--- config.mk ---
export PLATFORM = sky130hd
export DESIGN_NAME = mac_sequencer_flat
export DESIGN_NICKNAME = d
export VERILOG_FILES = /design/src/rtl/minilab_pkg.sv /design/src/rtl/mac_sequencer_if.sv /design/src/rtl/mac_sequencer.sv /design/src/flat_wrapper.sv
export SDC_FILE = /design/constraint.sdc
export NUM_CORES = 1
export LEC_CHECK = 0
export CORE_MARGIN = 4
export CORE_UTILIZATION = 49
export DETAILED_ROUTE_END_ITERATION = 12
export GPL_TIMING_DRIVEN = 1
export PLACE_DENSITY = 0.95
export SYNTH_ARGS = -nofsm -noshare
export SYNTH_HDL_FRONTEND = slang
export SYNTH_SLANG_ARGS = --single-unit
--- constraint.sdc ---
create_clock -name clk -period 3.9 [get_ports clk]
set_input_delay 0.78 -clock clk [delete_from_list [all_inputs] [get_ports clk]]
set_output_delay 0.78 -clock clk [all_outputs]
set_load 0.02 [all_outputs]
--- src/rtl/minilab_pkg.sv ---
// Shared types and default sizes for the matrix-vector MAC sequencer.
package minilab_pkg;

    localparam int DATA_WIDTH_DEF     = 8;
    localparam int MATRIX_COLUMNS_DEF = 8;
    localparam int ADDR_WIDTH_DEF     = 32;

    typedef enum logic [2:0] {
        IDLE,
        FILL_B,
        FILL_A,
        PREREAD,
        CLEAR,
        COMPUTE,
        DRAIN,
        DONE
    } state_t;

    function automatic logic is_fill(state_t s);
        return (s == FILL_B) || (s == FILL_A);
    endfunction

endpackage

--- src/rtl/mac_sequencer_if.sv ---
// Bus bundle between the MAC sequencer, its operand memory, the operand FIFOs and the MAC chain.
interface mac_sequencer_if
    import minilab_pkg::*;
#(
    parameter int DATA_WIDTH       = DATA_WIDTH_DEF,
    parameter int MATRIX_COLUMNS_A = MATRIX_COLUMNS_DEF,
    parameter int ADDR_WIDTH       = ADDR_WIDTH_DEF
) ();

    logic                        start;
    logic [ADDR_WIDTH-1:0]       base_addr;
    // Read handshake: mem_rd rises with a stable mem_addr and stays high until the
    // cycle mem_valid is high; that cycle completes the read and carries mem_rdata.
    logic                        mem_rd;
    logic [ADDR_WIDTH-1:0]       mem_addr;
    logic                        mem_valid;
    logic [DATA_WIDTH-1:0]       mem_rdata;
    logic [DATA_WIDTH-1:0]       fifo_wdata;
    logic [MATRIX_COLUMNS_A-1:0] wrreq_a;
    logic                        wrreq_b;
    logic [MATRIX_COLUMNS_A-1:0] wrfull_a;
    logic                        wrfull_b;
    logic                        rdempty_all;
    logic                        preread;
    logic                        clr;
    logic                        en0;
    logic                        busy;
    logic                        done;
    state_t                      state_dbg;

    modport master (
        input  start, base_addr, mem_valid, mem_rdata, wrfull_a, wrfull_b, rdempty_all,
        output mem_rd, mem_addr, fifo_wdata, wrreq_a, wrreq_b, preread, clr, en0,
               busy, done, state_dbg
    );

    modport slave (
        output start, base_addr, mem_valid, mem_rdata, wrfull_a, wrfull_b, rdempty_all,
        input  mem_rd, mem_addr, fifo_wdata, wrreq_a, wrreq_b, preread, clr, en0,
               busy, done, state_dbg
    );

endinterface

--- src/rtl/mac_sequencer.sv ---
// Loads vector B and matrix A from memory into operand FIFOs, then drives the
// preread/clear/enable sequence of an N-deep MAC chain and reports done.
module mac_sequencer
    import minilab_pkg::*;
#(
    parameter int DATA_WIDTH       = DATA_WIDTH_DEF,
    parameter int MATRIX_COLUMNS_A = MATRIX_COLUMNS_DEF,
    parameter int ADDR_WIDTH       = ADDR_WIDTH_DEF
) (
    input  logic            clk,
    input  logic            rst,
    mac_sequencer_if.master bus
);

    localparam int N  = MATRIX_COLUMNS_A;
    localparam int CW = (N > 1) ? $clog2(N) : 1;
    localparam logic [CW-1:0] LAST = CW'(N - 1);

    state_t                state, state_nxt;
    logic [CW-1:0]         col, col_nxt;
    logic [CW-1:0]         row, row_nxt;
    logic [CW-1:0]         phase, phase_nxt;
    logic [ADDR_WIDTH-1:0] addr, addr_nxt;
    logic                  issued, issued_nxt;
    logic                  target_full;
    logic                  rd;
    logic                  wr;

    always_ff @(posedge clk or posedge rst) begin
        if (rst) begin
            state  <= IDLE;
            col    <= '0;
            row    <= '0;
            phase  <= '0;
            addr   <= '0;
            issued <= 1'b0;
        end else begin
            state  <= state_nxt;
            col    <= col_nxt;
            row    <= row_nxt;
            phase  <= phase_nxt;
            addr   <= addr_nxt;
            issued <= issued_nxt;
        end
    end

    always_comb begin
        target_full = (state == FILL_B) ? bus.wrfull_b : bus.wrfull_a[row];
        // Once a read is on the bus it is held regardless of the full flag.
        rd          = is_fill(state) && (issued || !target_full);
        wr          = rd && bus.mem_valid;
        issued_nxt  = rd && !bus.mem_valid;
        state_nxt   = state;
        col_nxt     = col;
        row_nxt     = row;
        phase_nxt   = phase;
        addr_nxt    = addr;

        case (state)
            IDLE: begin
                if (bus.start) begin
                    state_nxt = FILL_B;
                    addr_nxt  = bus.base_addr;
                    col_nxt   = '0;
                    row_nxt   = '0;
                end
            end
            FILL_B: begin
                if (wr) begin
                    // B then row-major A are contiguous, so the address just steps by one.
                    addr_nxt = addr + ADDR_WIDTH'(1);
                    if (col == LAST) begin
                        col_nxt   = '0;
                        row_nxt   = '0;
                        state_nxt = FILL_A;
                    end else begin
                        col_nxt = col + CW'(1);
                    end
                end
            end
            FILL_A: begin
                if (wr) begin
                    addr_nxt = addr + ADDR_WIDTH'(1);
                    if (col == LAST) begin
                        col_nxt = '0;
                        if (row == LAST) begin
                            state_nxt = PREREAD;
                        end else begin
                            row_nxt = row + CW'(1);
                        end
                    end else begin
                        col_nxt = col + CW'(1);
                    end
                end
            end
            PREREAD: begin
                if (!bus.rdempty_all) begin
                    state_nxt = CLEAR;
                end
            end
            CLEAR: begin
                phase_nxt = '0;
                state_nxt = COMPUTE;
            end
            COMPUTE: begin
                if (phase == LAST) begin
                    phase_nxt = '0;
                    state_nxt = DRAIN;
                end else begin
                    phase_nxt = phase + CW'(1);
                end
            end
            DRAIN: begin
                if (phase == LAST) begin
                    phase_nxt = '0;
                    state_nxt = DONE;
                end else begin
                    phase_nxt = phase + CW'(1);
                end
            end
            DONE: begin
                state_nxt = IDLE;
            end
            default: begin
                state_nxt = IDLE;
            end
        endcase
    end

    always_comb begin
        bus.mem_rd     = rd;
        bus.mem_addr   = addr;
        bus.fifo_wdata = wr ? bus.mem_rdata : '0;
        bus.wrreq_b    = wr && (state == FILL_B);
        bus.wrreq_a    = '0;
        if (wr && (state == FILL_A)) begin
            bus.wrreq_a[row] = 1'b1;
        end
        bus.preread    = (state == PREREAD) && !bus.rdempty_all;
        bus.clr        = (state == CLEAR);
        bus.en0        = (state == COMPUTE);
        bus.busy       = (state != IDLE);
        bus.done       = (state == DONE);
        bus.state_dbg  = state;
    end

endmodule

--- src/flat_wrapper.sv ---
// flat-port wrapper written by rule: the top's interface ports become plain ports
module mac_sequencer_flat import minilab_pkg::*;
#(
    parameter int DATA_WIDTH       = DATA_WIDTH_DEF,
    parameter int MATRIX_COLUMNS_A = MATRIX_COLUMNS_DEF,
    parameter int ADDR_WIDTH       = ADDR_WIDTH_DEF
)
  (clk, rst, bus_start, bus_base_addr, bus_mem_valid, bus_mem_rdata, bus_wrfull_a, bus_wrfull_b, bus_rdempty_all, bus_mem_rd, bus_mem_addr, bus_fifo_wdata, bus_wrreq_a, bus_wrreq_b, bus_preread, bus_clr, bus_en0, bus_busy, bus_done, bus_state_dbg);
  mac_sequencer_if #(.DATA_WIDTH(DATA_WIDTH), .MATRIX_COLUMNS_A(MATRIX_COLUMNS_A), .ADDR_WIDTH(ADDR_WIDTH)) bus_i ();
  input  logic clk;
  input  logic rst;
  input wire logic [$bits(bus_i.start)-1:0] bus_start;
  input wire logic [$bits(bus_i.base_addr)-1:0] bus_base_addr;
  input wire logic [$bits(bus_i.mem_valid)-1:0] bus_mem_valid;
  input wire logic [$bits(bus_i.mem_rdata)-1:0] bus_mem_rdata;
  input wire logic [$bits(bus_i.wrfull_a)-1:0] bus_wrfull_a;
  input wire logic [$bits(bus_i.wrfull_b)-1:0] bus_wrfull_b;
  input wire logic [$bits(bus_i.rdempty_all)-1:0] bus_rdempty_all;
  output wire logic [$bits(bus_i.mem_rd)-1:0] bus_mem_rd;
  output wire logic [$bits(bus_i.mem_addr)-1:0] bus_mem_addr;
  output wire logic [$bits(bus_i.fifo_wdata)-1:0] bus_fifo_wdata;
  output wire logic [$bits(bus_i.wrreq_a)-1:0] bus_wrreq_a;
  output wire logic [$bits(bus_i.wrreq_b)-1:0] bus_wrreq_b;
  output wire logic [$bits(bus_i.preread)-1:0] bus_preread;
  output wire logic [$bits(bus_i.clr)-1:0] bus_clr;
  output wire logic [$bits(bus_i.en0)-1:0] bus_en0;
  output wire logic [$bits(bus_i.busy)-1:0] bus_busy;
  output wire logic [$bits(bus_i.done)-1:0] bus_done;
  output wire logic [$bits(bus_i.state_dbg)-1:0] bus_state_dbg;
  assign bus_i.start = bus_start;
  assign bus_i.base_addr = bus_base_addr;
  assign bus_i.mem_valid = bus_mem_valid;
  assign bus_i.mem_rdata = bus_mem_rdata;
  assign bus_i.wrfull_a = bus_wrfull_a;
  assign bus_i.wrfull_b = bus_wrfull_b;
  assign bus_i.rdempty_all = bus_rdempty_all;
  assign bus_mem_rd = bus_i.mem_rd;
  assign bus_mem_addr = bus_i.mem_addr;
  assign bus_fifo_wdata = bus_i.fifo_wdata;
  assign bus_wrreq_a = bus_i.wrreq_a;
  assign bus_wrreq_b = bus_i.wrreq_b;
  assign bus_preread = bus_i.preread;
  assign bus_clr = bus_i.clr;
  assign bus_en0 = bus_i.en0;
  assign bus_busy = bus_i.busy;
  assign bus_done = bus_i.done;
  assign bus_state_dbg = bus_i.state_dbg;
  mac_sequencer #(.DATA_WIDTH(DATA_WIDTH), .MATRIX_COLUMNS_A(MATRIX_COLUMNS_A), .ADDR_WIDTH(ADDR_WIDTH)) u_core (.clk(clk), .rst(rst), .bus(bus_i));
endmodule
==> results.sh <==
export IMPL_die_w_um=87.3
export IMPL_synth_compound_area_frac=0.285
export IMPL_yosysTopAreaCell="dfrtp_1"
export IMPL_status="finished clean"
export IMPL_synthArstFlopShare=1.00
export IMPL_cts_resized=9
export IMPL_grt_overflow=0
export IMPL_synth_flop_cell="dfrtp_1"
export IMPL_core_mm2=0.00603
export IMPL_drc=0
export IMPL_cts_max_level=2
export IMPL_cp_data_required_time_ps=3120
export IMPL_synth_fa_ha_area_frac=0.0284
export IMPL_skew_ps=13.3
export IMPL_fmax_mhz=265
export IMPL_hold_violations=0
export IMPL_synth_area_mux_share=0.0150
export IMPL_slew_headroom=0.363
export IMPL_setup_slack_ps=126
export IMPL_synth_simple_gate_area_frac=0.251
export IMPL_routed_wl_mm=9.23
export IMPL_firstDrtPassIters=4
export IMPL_synth_edf_count=0
export IMPL_area_growth_pct=40.6
export IMPL_clock_sinks=45
export IMPL_wl_per_cell_um=16.8
export IMPL_yosys_warnings=0
export IMPL_layout_cells_non_filler=550
export IMPL_synth_area_mm2=0.00308
export IMPL_arrival_ps=2990
export IMPL_avgViaCountPerCell=5.99
export IMPL_p_leak_nw=1.91
export IMPL_fill_cells=472
export IMPL_register_area_mm2=0.00113
export IMPL_numCtsBuffers=5
export IMPL_crit_type="input port to output port"
export IMPL_worst_setup_path_end_kind="output port"
export IMPL_max_cap_viol_count=0
export IMPL_yosysSeqAreaShare=0.365
export IMPL_tightest_slew_ps=953
export IMPL_peakVddDrop_uv=452
export IMPL_synthXorXnorAreaFrac=0.00284
export IMPL_grt_setup_unrepaired="false"
export IMPL_synthTopCellsByArea="dfrtp_1, a21oi_1, nand2_1"
export IMPL_num_rows=28
export IMPL_drive_gt1_frac=0.0758
export IMPL_finalSetupTns_ps=0
export IMPL_fin_crit_ps=3770
export IMPL_hold_buffers=0
export IMPL_setup_viol=0
export IMPL_root_buffer="clkbuf_8"
export IMPL_ys_seq_elements=45
export IMPL_io_pins=112
export IMPL_first_global_vias=3211
export IMPL_place_ws_ps=-166
export IMPL_crit_fanout=4
export IMPL_ant_nets=0
export IMPL_syn_num_nets=436
export IMPL_synth_area_per_cell_um2=8.22
export IMPL_synth_top_family_by_area="compound AO/OA/AOI/OAI gates"
export IMPL_synthCells=375
export IMPL_antenna_found_initial=0
export IMPL_total_power_mw=3.40
export IMPL_clk_latency_ps=300
export IMPL_diodes=0
export IMPL_portBuffers=111
export IMPL_crit_slowest_cell="or4_4"
export IMPL_die_area_mm2=0.00763
export IMPL_powerDensity_mw_per_mm2=784
export IMPL_slew_violations=0
export IMPL_worst_hold_path_type="register to register"
export IMPL_cp_start_kind="input port"
export IMPL_clk_pin_slew_ps=80
export IMPL_grt_pass1_wl_mm=14.9
export IMPL_groute_usage_overall=0.242
export IMPL_fin_crit_sh=0.968
export IMPL_grt_max_degree=70
export IMPL_clock_path_buffers=2
export IMPL_synth_top_cell_area_share=0.365
export IMPL_ys_types=62
export IMPL_cts_setup_buffers=0
export IMPL_cts_tree="done"
export IMPL_cpPeakStageDelay_ps=460
export IMPL_initial_utilization=0.512
export IMPL_vias=3296
export IMPL_gp_congestion=0.834
export IMPL_path_cells="clkdlybuf4s50_1 > mux2_4 > o211a_1 > o41ai_4 > nand2_2 > or4_4 > nor3_2 > dlygate4sd2_1"
export IMPL_dp_cells=543
export IMPL_layout_nets=536
export IMPL_drt_iter0_markers=172
export IMPL_fp_dieH_um=87.3
export IMPL_multi_input_area_mm2=0.00181
export IMPL_hpwl_mm=6.64
worst paths after layout:
kind | start | cells after the start | endpoint | slack [ps]
max in group asynchronous | rst | 2 | u_core.bus.mem_addr[17] | 2290
worst min-delay path | u_core.col[1] | 2 | u_core.col[1] | 480
worst max register to register | u_core.bus.state_dbg[0] | 8 | u_core.bus.mem_addr[2] | 1220
worst min register to register | u_core.col[1] | 2 | u_core.col[1] | 480
worst max-delay path | bus_wrfull_a[3] | 8 | bus_wrreq_a[0] | 130
min in group asynchronous | rst | 2 | u_core.bus.mem_addr[15] | 1020
cells in the mapped netlist, types with 10 or more instances:
library cell / instances
and2_1: 11
nand2_1: 39
nand3_1: 15
o21ai_0: 16
nor3_1: 11
dfrtp_1: 45
o21ai_1: 10
buf_2: 11
nor2_1: 32
a21oi_1: 45
o22ai_1: 13
clkbuf_1: 11
power breakdown:
part / internal, mW / total [mW] / switching [mW]
Combinational: 0.936 / 2.16 / 1.23
Clock: 0.141 / 0.294 / 0.153
Sequential: 0.681 / 0.942 / 0.261
area by class of cell:
| cell class | instances | share of cell area |
|---|---|---|
| clock buffer | 7 | 0.0199 |
| timing repair buffer | 121 | 0.275 |
| tap | 75 | 0.0216 |
| inverter | 7 | 0.00606 |
| multi-input combinational | 295 | 0.418 |
| sequential | 45 | 0.260 |
logic make-up after synthesis:
| kind of cell | count (synthesis) |
|---|---|
| mux | 4 |
| fa+ha+maj | 7 |
| flops | 45 |
| buf+inv | 35 |
| compound gates | 132 |
| xor+xnor | 1 |
| simple gates | 151 |
cells in the final DEF, fill, tap and decap left out, types with 4 or more instances in the layout:
cell / netlist / routed
o21ai_1: 10 / 9
buf_4: 2 / 10
o22ai_1: 13 / 13
nor4_1: 4 / 4
nand3_1: 15 / 15
ha_1: 7 / 7
o22a_1: 8 / 8
inv_1: 6 / 5
nand4_1: 7 / 7
and3_1: 8 / 8
clkbuf_8: 0 / 6
dfrtp_1: 45 / 45
a41oi_1: 5 / 5
dlygate4sd2_1: 0 / 9
nand2b_1: 6 / 6
clkdlybuf4s50_1: 0 / 95
a2bb2oi_1: 4 / 4
o21ai_0: 16 / 16
nor3_1: 11 / 11
a21oi_1: 45 / 44
nor2_1: 32 / 32
dlymetal6s2s_1: 0 / 7
nand2_1: 39 / 39
a21o_1: 4 / 4
and2_1: 11 / 11
flip-flops by register name (all words and copies together) (netlist names):
name                  cells
u_core.bus.state_dbg      3
u_core.row                3
u_core.col                3
u_core.bus.mem_addr      32
u_core.issued             1
u_core.phase              3
critical path, delay by kind of cell:
kind / cells / cell delay (ps)
buffers and inverters: 2 / 760
AOI/OAI and AO/OA: 2 / 510
and+or+nand+nor: 3 / 680
muxes: 1 / 270
through the flow:
| step | hold WS [ps] | util | area, um^2 |
|---|---|---|---|
| 3_5_place_dp | 471 | 0.704 | 4240 |
| 5_1_grt | 525 | 0.720 | 4340 |
| 6_report | 481 | 0.720 | 4340 |
| 2_1_floorplan | 443 | - | 3080 |
| 4_1_cts | 487 | 0.717 | 4320 |
| 3_3_place_gp | 453 | 0.704 | 4240 |
per-layer routing:
layer  global-route usage  routed length, um  vias to the layer above
met5                    0                  0                        -
met4               0.0753                152                        0
met3               0.0558                766                       15
met2                0.427               4630                      148
met1                0.292               3680                     1541
li1                     -                  -                     1592
Note: power is estimated with default switching activity, not from simulation.
